--- src/rtl/stream_demux_1xn.sv ---
// ---------------------------------------------------------------------------
// stream_demux_1xn
//
// Registered 1-to-N demultiplexer for valid/ready streams. Each output channel
// owns a one-entry holding register, so a stalled consumer only blocks words
// addressed to its own channel. Words whose sel points past the last channel
// are accepted and thrown away, and a saturating counter records how many.
//
// Parameters:
//   WIDTH  data word width in bits (>=1)
//   N      number of output channels (2..16)
//   SEL_W  select width, N <= 2**SEL_W
//
// Ports:
//   clk        rising-edge clock
//   rst        synchronous active-high reset
//   in_valid   producer offers in_data/sel
//   in_ready   block accepts this cycle (combinational, 0 during rst)
//   in_data    input word
//   sel        destination channel index
//   bcast      (only with DEMUX_BCAST_EN) load the word into every channel
//   out_valid  bit k: channel k holds a word
//   out_ready  bit k: consumer k takes the word
//   out_data   channel k word at [k*WIDTH +: WIDTH]
//   drop_cnt   words dropped for out-of-range sel, saturates at 255
//
// Build option:
//   DEMUX_BCAST_EN  when defined, adds the bcast input and broadcast loading.
// ---------------------------------------------------------------------------
module stream_demux_1xn #(
    parameter int WIDTH = 8,
    parameter int N     = 4,
    parameter int SEL_W = 2
) (
    input  logic                 clk,
    input  logic                 rst,
    input  logic                 in_valid,
    output logic                 in_ready,
    input  logic [WIDTH-1:0]     in_data,
    input  logic [SEL_W-1:0]     sel,
`ifdef DEMUX_BCAST_EN
    input  logic                 bcast,
`endif
    output logic [N-1:0]         out_valid,
    input  logic [N-1:0]         out_ready,
    output logic [N*WIDTH-1:0]   out_data,
    output logic [7:0]           drop_cnt
);

    // Reject configurations where sel cannot address every channel.
    if (N > 2**SEL_W) begin : g_sel_check
        $error("stream_demux_1xn: N=%0d does not fit in SEL_W=%0d bits", N, SEL_W);
    end
    if (N < 2 || N > 16) begin : g_n_check
        $error("stream_demux_1xn: N=%0d outside supported range 2..16", N);
    end

    logic [N-1:0] slot_free;
    logic [N-1:0] sel_hit;
    logic         sel_free;
    logic         sel_in_range;
    logic         bcast_on;
    logic         accept;
    logic [N-1:0] load;
    logic         drop;

`ifdef DEMUX_BCAST_EN
    assign bcast_on = bcast;
`else
    assign bcast_on = 1'b0;
`endif

    // A slot can take a new word if it is empty or is being emptied this cycle.
    assign slot_free = ~out_valid | out_ready;

    // Decode sel into a one-hot channel hit. Comparing against each channel
    // index (rather than indexing slot_free with sel) keeps out-of-range
    // selects from ever reading past the end of the vector.
    always_comb begin
        sel_hit  = '0;
        sel_free = 1'b0;
        for (int k = 0; k < N; k++) begin
            if (sel == SEL_W'(k)) begin
                sel_hit[k] = 1'b1;
                sel_free   = slot_free[k];
            end
        end
    end

    assign sel_in_range = |sel_hit;

    // Ready never depends on in_data. Out-of-range words are always taken so
    // they can be dropped; a broadcast waits until every slot can accept.
    always_comb begin
        if (rst)
            in_ready = 1'b0;
        else if (bcast_on)
            in_ready = &slot_free;
        else if (sel_in_range)
            in_ready = sel_free;
        else
            in_ready = 1'b1;
    end

    assign accept = in_valid && in_ready;
    assign load   = accept ? (bcast_on ? {N{1'b1}} : sel_hit) : '0;
    assign drop   = accept && !bcast_on && !sel_in_range;

    // Per-channel holding registers. A load wins over a drain, which is what
    // gives back-to-back throughput on one channel. Data is left untouched
    // after a drain so consumers see a stable value.
    always_ff @(posedge clk) begin
        if (rst) begin
            out_valid <= '0;
            out_data  <= '0;
        end else begin
            for (int k = 0; k < N; k++) begin
                if (load[k]) begin
                    out_valid[k]                 <= 1'b1;
                    out_data[k*WIDTH +: WIDTH]   <= in_data;
                end else if (out_ready[k]) begin
                    out_valid[k]                 <= 1'b0;
                end
            end
        end
    end

    // Saturating count of discarded out-of-range words.
    always_ff @(posedge clk) begin
        if (rst)
            drop_cnt <= 8'd0;
        else if (drop && drop_cnt != 8'hFF)
            drop_cnt <= drop_cnt + 8'd1;
    end

endmodule

--- config.mk ---
export PLATFORM = sky130hd
export DESIGN_NAME = stream_demux_1xn
export DESIGN_NICKNAME = d
export VERILOG_FILES = /design/src/rtl/stream_demux_1xn.sv
export SDC_FILE = /design/constraint.sdc
export NUM_CORES = 1
export LEC_CHECK = 0
export ABC_AREA = 0
export CAP_MARGIN = 20
export CORE_MARGIN = 2
export CORE_UTILIZATION = 50
export CTS_BUF_LIST = sky130_fd_sc_hd__clkbuf_8
export DETAILED_ROUTE_END_ITERATION = 8
export PLACE_DENSITY = 0.86
export SYNTH_ARGS = -nofsm -noshare
export SYNTH_HDL_FRONTEND = slang
export SYNTH_SLANG_ARGS = --single-unit
--- constraint.sdc ---
create_clock -name clk -period 4.4 [get_ports clk]
set_clock_uncertainty 0.2 [all_clocks]
set_input_delay 0.44 -clock clk [delete_from_list [all_inputs] [get_ports clk]]
set_output_delay 0.44 -clock clk [all_outputs]
set_load 0.01 [all_outputs]
==> flow_summary.yaml, run 1 <==
synth:
  synth_edf_count: 0
  seq_area_frac_synth_pct: 47.4
  ys_types: 25
  syn_nets: 214
  ys_async_sr_fraction_pct: 0
  netlist_area_um2: 1860
  ys_warn_count: 0
  synth_cells: 197
  synth_flop_cell: "dfxtp_1"
  ys_seq_elements: 44
  synth.avg_cell_area_um2: 9.43
grt:
  gr-max-usage-layer: "met2"
  antenna_found_initial: 0
  use_met1_pct: 29.8
  use_met2_pct: 39.9
  grt_overflow: 0
  grt_usage_pct: 24.3
  grt_use_met3_pct: 7.12
  grt_pass1_vias: 1596
  grt_pass1_wl_um: 7790
  grt_max_degree: 36
sta:
  rsz0062_at_grt: "false"
  slew_headroom_pct: 34.8
  finalWorstSetupSlack_ns: 1.41
  tightest_slew_ns: 0.973
  fmax_mhz: 335
  fin_tns_setup_ns: 0
  fin_crit_sh_pct: 67.9
  period_minus_slack_ns: 2.99
  timing_hold_violations_final: 0
  setup_violations: 0
  maxSlewViolCount: 0
drt:
  drt-pass1-iter-count: 4
  drtIter0Drc: 170
  drc: 0
  drt-total-wl_um: 4880
  wl_per_cell_um: 16.8
  avgViaCountPerCell: 5.98
  antenna_left: 0
  vias: 1741
floorplan:
  dieArea_um2: 4220
  die_y_um: 65.0
  start_util_pct: 51.5
  core_um2: 3610
  rows: 22
  die_w_um: 65.0
  num_io_pins: 62
clock_network:
  post_cts_buffers: 0
  clk_path_buf_depth: 2
  postCtsHoldBufs: 0
  cts-buffers-inserted: 5
  post_cts_resize_count: 0
  htreeDepth: 2
  cts_tree: "yes"
  clkLatencyLatePin_ns: 0.29
  cts.sinks: 44
  clkTransAtPathRegs_ns: 0.07
  cts_root_buffer: "clkbuf_8"
critical_path:
  cp.required_ns: 3.76
  cp.buffers_inverters: 2
  critPathLaunchType: "primary input"
  critPathTopFamily: "buffers and inverters"
  setup.worst_path.end_class: "primary output"
  cpMostUsedCell: "clkdlybuf4s50_1"
  path_class: "primary input to primary output"
  arrival_ns: 2.35
  worst-path-max-fanout: 10
  critPathMaxStageDelay_ns: 0.56
  path_cells: "clkdlybuf4s50_1, nor2b_1, mux4_1, nor2_1, clkdlybuf4s50_1"
  crit_slowest_cell: "nor2b_1"
cells_and_area:
  syn_to_final_growth_pct: 35.0
  nets: 260
  seqCellArea_um2: 881
  fin_area_um2: 2510
  drive_gt1_share_pct: 6.58
  num-fill-cells: 301
  multi_input_area_um2: 850
  diodes: 0
power:
  leakage_nw: 0.885
  peakVddDrop_uv: 221
  power.density_nw_per_um2: 294
  power.total_uw: 738
status:
  outcome: "completed"
placed_design:
  gp_congestion: 0.859
  port_buffers: 61
  placed_area_um2: 2430
  pre_cts_ws_ns: 1.39
  dp_hpwl_um: 3370
hold_path:
  hold_class: "register to register"
job:
  maxCapViolCount: 0
==> cell usage in the layout (no fill, tap or decap), drive strengths merged, types with 3 or more instances in the layout <==
cell type	n
clkbuf	5
nand2b	4
a21oi	20
clkdlybuf4s50	61
buf	3
nand2	16
dfxtp	44
nor2b	12
nor2	3
o31ai	16
nand4	32
o311ai	16
==> metal layers <==
| layer | vias to the layer above | routed length [µm] |
|---|---|---|
| met4 | 0 | 111 |
| met2 | 79 | 2380 |
| met1 | 810 | 2000 |
| li1 | 838 | - |
| met3 | 14 | 389 |
| met5 | - | 0 |
==> registers in the layout, indices dropped and copies added, names as in the netlist <==
name and flops:
out_data 32, drop_cnt 8, out_valid 4
==> final cells by class <==
class / instances / share of cell area (%)
sequential: 44 / 35.1
tap: 48 / 2.39
clock inverter: 2 / 0.349
clock buffer: 5 / 2.74
timing repair buffer: 64 / 25.2
inverter: 2 / 0.299
multi-input combinational: 126 / 33.9
==> logic make-up (layout without fill, tap and decap cells) <==
family | Yosys count | count (layout) | share of synthesized area [%]
simple gates | 73 | 73 | 22.8
mux | 1 | 1 | 1.41
compound gates | 52 | 52 | 21.5
buf+inv | 27 | 73 | 6.87
flops | 44 | 44 | 47.4
==> final timing paths <==
kind,start,end,slack (ns),cells after the start
max reg2reg,out_valid[0]$_SDFFE_PP0P_,out_data[1]$_SDFFE_PP0P_,2.83,3
min,drop_cnt[3]$_SDFFE_PP0P_,drop_cnt[3]$_SDFFE_PP0P_,0.27,1
min reg2reg,drop_cnt[3]$_SDFFE_PP0P_,drop_cnt[3]$_SDFFE_PP0P_,0.27,1
max,out_ready[3],in_ready,1.41,5
==> stage by stage <==
step | utilization [%] | std cells | hold WS (ns)
floorplan | - | 197 | 0.289
global placement | 67.4 | 284 | 0.252
detailed placement | 67.4 | 284 | 0.255
CTS | 69.6 | 291 | 0.270
global route | 69.6 | 291 | 0.284
finish | 69.6 | 291 | 0.269
==> cell usage after synthesis (3+ instances only) <==
library cell,n,share of area (%)
nand4_1,32,11
buf_2,6,1.6
o31ai_2,3,2.0
nand2b_1,4,1.3
nor2b_1,12,4.0
o311ai_0,14,6.6
clkbuf_1,15,3.0
o31ai_1,13,5.3
a21oi_1,20,5.4
dfxtp_1,44,47
nand2_1,16,3.2
nor2_1,3,0.61
==> where the power goes <==
part           internal [mW]  leakage, nW  switching [mW]  total (mW)
Clock                  0.106       0.0452           0.130       0.235
Sequential             0.407        0.356         0.00533       0.413
Combinational         0.0402        0.483          0.0496      0.0898
Power figures use the tool's default switching activity.
==> inputs of run 2 (changes only) <==
--- a/config.mk
+++ b/config.mk
@@ -8,10 +8,10 @@
 export ABC_AREA = 0
 export CAP_MARGIN = 20
 export CORE_MARGIN = 2
-export CORE_UTILIZATION = 50
+export CORE_UTILIZATION = 42
 export CTS_BUF_LIST = sky130_fd_sc_hd__clkbuf_8
 export DETAILED_ROUTE_END_ITERATION = 8
-export PLACE_DENSITY = 0.86
+export PLACE_DENSITY = 0.77
 export SYNTH_ARGS = -nofsm -noshare
 export SYNTH_HDL_FRONTEND = slang
 export SYNTH_SLANG_ARGS = --single-unit
==> constraint.sdc (replaced) <==
create_clock -name clk -period 2.6 [get_ports clk]
set_clock_uncertainty 0.2 [all_clocks]
set_input_delay 0.26 -clock clk [delete_from_list [all_inputs] [get_ports clk]]
set_output_delay 0.26 -clock clk [all_outputs]
set_load 0.01 [all_outputs]
==> run 2 against run 1 <==
Critical path depth decreased by 1. First-iteration DRC count increased by 14%. Non-clock buffer count increased by 8. Die area increased by 18%. Sequential power increased by 69%. Worst hold slack improved by 0.0013 ns. Cell count increased by 4.5%. Register-to-register slack got worse by 1.6 ns. Via count increased by 2.6%. Count of clock-buffer cells in the layout unchanged. Design area increased by 3.8%.
==> flow_summary.yaml, run 2 (synthesized netlist as in run 1, its figures left out) <==
floorplan:
  num_io_pins: 62
  core_um2: 4290
  die_y_um: 70.5
  dieArea_um2: 4970
  rows: 24
  start_util_pct: 43.3
  die_w_um: 70.5
cells_and_area:
  final_common_cell: "clkdlybuf4s50_1"
  multi_input_area_um2: 850
  num-fill-cells: 385
  seqCellArea_um2: 881
  nets: 268
  largest_reg_flops: 32
  largestRegisters: "out_data (32), drop_cnt (8), out_valid (4)"
  fin_area_um2: 2600
  mostFrequentLayoutCells: "clkdlybuf4s50_1, dfxtp_1, nand4_1"
  largest_register: "out_data"
  diodes: 0
  drive_gt1_share_pct: 9.92
  syn_to_final_growth_pct: 40.1
sta:
  setup_violations: 0
  slew_headroom_pct: 53.7
  rsz0062_at_grt: "false"
  maxSlewViolCount: 0
  timing_hold_violations_final: 0
  tightest_slew_ns: 0.695
  fin_crit_sh_pct: 95.0
  fmax_mhz: 405
  period_minus_slack_ns: 2.47
  fin_tns_setup_ns: 0
clock_network:
  htreeDepth: 2
  post_cts_buffers: 0
  cts_root_buffer: "clkbuf_8"
  cts-buffers-inserted: 5
  clkTransAtPathRegs_ns: 0.08
  clkLatencyLatePin_ns: 0.29
  cts_tree: "yes"
  postCtsHoldBufs: 0
  cts.sinks: 44
  post_cts_resize_count: 0
  clk_path_buf_depth: 2
hold_path:
  hold_class: "register to register"
critical_path:
  cp.required_ns: 2.14
  path_class: "primary input to primary output"
  critPathLaunchType: "primary input"
  setup.worst_path.end_class: "primary output"
  worst-path-max-fanout: 2
  arrival_ns: 2.01
drt:
  drt-total-wl_um: 5070
  avgViaCountPerCell: 5.88
  drt-pass1-iter-count: 4
  drtIter0Drc: 193
  antenna_left: 0
  vias: 1787
  drc: 0
  wl_per_cell_um: 16.7
placed_design:
  gp_congestion: 0.773
  port_buffers: 61
  dp_hpwl_um: 3510
  placed_area_um2: 2500
power:
  leakage_nw: 0.940
  power.density_nw_per_um2: 523
  peakVddDrop_uv: 230
grt:
  grt_pass1_vias: 1699
  grt_pass1_wl_um: 8550
  antenna_found_initial: 0
  grt_max_degree: 36
  grt_overflow: 0
  grt_usage_pct: 21.6
job:
  maxCapViolCount: 0
status:
  outcome: "completed"
run 2: worst max-delay path, cell delays in order:
cell and delay, ns:
clkdlybuf4s50_1 0.52, mux4_1 0.55, nor2_1 0.12, clkdlybuf4s50_1 0.55
run 2: layer usage:
metal | share of wire (%) | vias to the layer above | global-route usage, % | wire (µm)
met2 | 49 | 72 | 34.9 | 2460
li1 | - | 849 | - | -
met3 | 7.0 | 4 | 4.33 | 354
met4 | 1.0 | 0 | 6.62 | 53
met5 | 0 | - | 0 | 0
met1 | 43 | 862 | 29.3 | 2200
run 2: cell type report:
class                   instances  area share [%]
well taps                      52            2.50
multi-input cells             126            32.6
inverters                       2           0.288
flip-flops and latches         44            33.8
clock buffers                   5            2.64
clock inverters                 3            1.49
repair buffers                 72            26.6
run 2: worst paths after layout:
kind                                                start                       end  cells after the start  slack, ns
worst max-delay path                               sel[0]                  in_ready                      4       0.13
worst min register to register   drop_cnt[6]$_SDFFE_PP0P_  drop_cnt[6]$_SDFFE_PP0P_                      1       0.27
worst max register to register  out_valid[0]$_SDFFE_PP0P_  out_data[4]$_SDFFE_PP0P_                      4       1.21
worst min-delay path             drop_cnt[6]$_SDFFE_PP0P_  drop_cnt[6]$_SDFFE_PP0P_                      1       0.27
run 2: report_power, final:
part | total, mW | switching, mW | internal, mW | leakage (nW)
Clock | 0.503 | 0.222 | 0.281 | 0.0593
Combinational | 0.161 | 0.0875 | 0.0736 | 0.524
Sequential | 0.698 | 0.00868 | 0.689 | 0.356
run 2: per-stage QoR:
| step | hold WS (ns) | std cells | utilization [%] | setup WS (ns) | power (mW) |
|---|---|---|---|---|---|
| 6_report | 0.271 | 304 | 60.6 | 0.131 | 1.36 |
| 5_1_grt | 0.291 | 304 | 60.6 | 0.0412 | 1.42 |
| 4_1_cts | 0.272 | 304 | 60.6 | 0.125 | 1.37 |
| 3_5_place_dp | 0.259 | 296 | 58.1 | 0.126 | 0.874 |
| 3_3_place_gp | 0.254 | 296 | 58.1 | 0.116 | 0.871 |
| 2_1_floorplan | 0.196 | 197 | - | 0.848 | 0.786 |
==> inputs of run 3 (changes only) <==
--- a/config.mk
+++ b/config.mk
@@ -7,7 +7,6 @@
 export LEC_CHECK = 0
 export ABC_AREA = 0
 export CAP_MARGIN = 20
-export CORE_MARGIN = 2
 export CORE_UTILIZATION = 42
 export CTS_BUF_LIST = sky130_fd_sc_hd__clkbuf_8
 export DETAILED_ROUTE_END_ITERATION = 8
==> run 3 against run 2 <==
Design area is 1.7% lower. Worst setup slack got worse by 0.038 ns. Combinational power is essentially flat. Cell count down 1.6%. Power shrank 6.4%. Critical path depth did not move. Sequential power hardly changed. Largest power group unchanged. Global-route usage up 2.3 points. Critical endpoint unchanged. Die area is 5.6% lower. Wire length up 2.1%. Fmax decreased by 1.5%. Via count down 0.73%.
==> flow_summary.yaml, run 3 (synthesized netlist as in run 1, its figures left out) <==
status:
  outcome: "completed"
drt:
  wl_per_cell_um: 17.3
  drc: 0
  antenna_left: 0
  avgViaCountPerCell: 5.93
  drt-total-wl_um: 5180
  vias: 1774
  drtIter0Drc: 215
  drt-pass1-iter-count: 4
power:
  clockPowerShare_pct: 32.7
  power.total_mw: 1.27
  pwr-share-comb_pct: 12.5
  sw_frac_of_total_pct: 26.0
  leakage_nw: 0.911
  power.density_nw_per_um2: 498
  p_int_uw: 943
  peakVddDrop_uv: 290
  p_seq_share_pct: 54.8
  power.switching_uw: 331
sta:
  rsz0062_at_grt: "false"
  fmax_mhz: 399
  setup_violations: 0
  whs_ns: 0.268
  slew_headroom_pct: 53.7
  fin_tns_setup_ns: 0
  period_minus_slack_ns: 2.51
  tightest_slew_ns: 0.694
  maxSlewViolCount: 0
  fin_crit_sh_pct: 96.4
  timing_hold_violations_final: 0
  finalWorstSetupSlack_ns: 0.0929
critical_path:
  r2r_end: "out_data[23]$_SDFFE_PP0P_"
  critPathLaunchType: "primary input"
  r2r_start: "out_valid[2]$_SDFFE_PP0P_"
  reg2reg_depth: 4
  cp.required_ns: 2.14
  path_class: "primary input to primary output"
  rrSetupSlack_ns: 1.18
  setup.worst_path.end_class: "primary output"
  worst-path-max-fanout: 2
  arrival_ns: 2.05
cells_and_area:
  diodes: 0
  syn_to_final_growth_pct: 37.8
  largest_reg_flops: 32
  nets: 266
  fin_area_um2: 2560
  drive_gt1_share_pct: 9.24
  largestRegisters: "out_data (32), drop_cnt (8), out_valid (4)"
  utilization_pct: 62.2
  largest_register: "out_data"
  mostFrequentLayoutCells: "clkdlybuf4s50_1, dfxtp_1, nand4_1"
  layout.cells.non_filler: 299
  final_common_cell: "clkdlybuf4s50_1"
clock_network:
  postCtsHoldBufs: 0
  cts_tree: "yes"
  htreeDepth: 2
  cts_root_buffer: "clkbuf_8"
  post_cts_resize_count: 0
  clkTransAtPathRegs_ns: 0.08
  cts-buffers-inserted: 5
  post_cts_buffers: 0
  clk_path_buf_depth: 2
  clkLatencyLatePin_ns: 0.30
  cts.sinks: 44
floorplan:
  rows: 23
  num_io_pins: 62
  start_util_pct: 45.2
  core_um2: 4120
  die_y_um: 68.5
  dieArea_um2: 4690
  die_w_um: 68.5
hold_path:
  hp-start: "drop_cnt[2]$_SDFFE_PP0P_"
  min_path_cells: 1
  hold_class: "register to register"
  holdPathEnd: "drop_cnt[2]$_SDFFE_PP0P_"
placed_design:
  dp_hpwl_um: 3450
  placed_area_um2: 2480
  place_inst: 292
  pre_cts_ws_ns: 0.0928
  port_buffers: 61
  gp_congestion: 0.791
grt:
  grt_overflow: 0
  grt_pass1_vias: 1612
  grt_use_met3_pct: 7.40
  use_met1_pct: 29.9
  grt_pass1_wl_um: 8020
  grt_usage_pct: 23.9
  gr-max-usage-layer: "met2"
  grt_max_degree: 36
  antenna_found_initial: 0
  use_met2_pct: 36.8
job:
  maxCapViolCount: 0
-- run 3: cell types whose count changed in the layout (fill, tap and decap cells not counted) --
cell        change
clkinvlp_4      +1
buf_4           -2
bufinv_16       -1
inv_1           -1
-- run 3: worst max-delay path, cell delays in order --
cell	delay, ns
clkdlybuf4s50_1	0.51
mux4_1	0.57
nor2_1	0.14
clkdlybuf4s50_1	0.56
-- run 3: worst max-delay path by stage --
| stage | slack, ns | to | startpoint |
|---|---|---|---|
| detailed placement | 0.09 | in_ready | sel[0] |
| CTS | 0.09 | in_ready | sel[0] |
| floorplan | 0.85 | in_ready | out_valid[3]$_SDFFE_PP0P_ |
| global placement | 0.11 | in_ready | sel[0] |
| finish | 0.09 | in_ready | sel[0] |
| global route | 0.04 | in_ready | out_ready[1] |
-- run 3: cell type report --
cell class | instances | area [µm²]
fill | 367 | 1560
timing repair buffer | 70 | 678
tap | 50 | 62.6
multi-input combinational | 126 | 850
sequential | 44 | 881
clock buffer | 5 | 68.8
clock inverter | 2 | 12.5
inverter | 2 | 7.51
-- run 3: per-layer routing --
layer  part of all wire [%]  vias to the layer above
met5                      0                        -
met4                    1.6                        0
met3                    8.3                        7
met2                     47                       88
met1                     43                      835
li1                       -                      844
-- run 3: power by group through the flow --
stage | clock network, mW | registers, mW | logic, mW
4_1_cts | 0.425 | 0.699 | 0.158
2_1_floorplan | 0 | 0.721 | 0.0657
3_5_place_dp | 0 | 0.714 | 0.157
5_1_grt | 0.456 | 0.701 | 0.170
6_report | 0.417 | 0.699 | 0.159
3_3_place_gp | 0 | 0.714 | 0.155
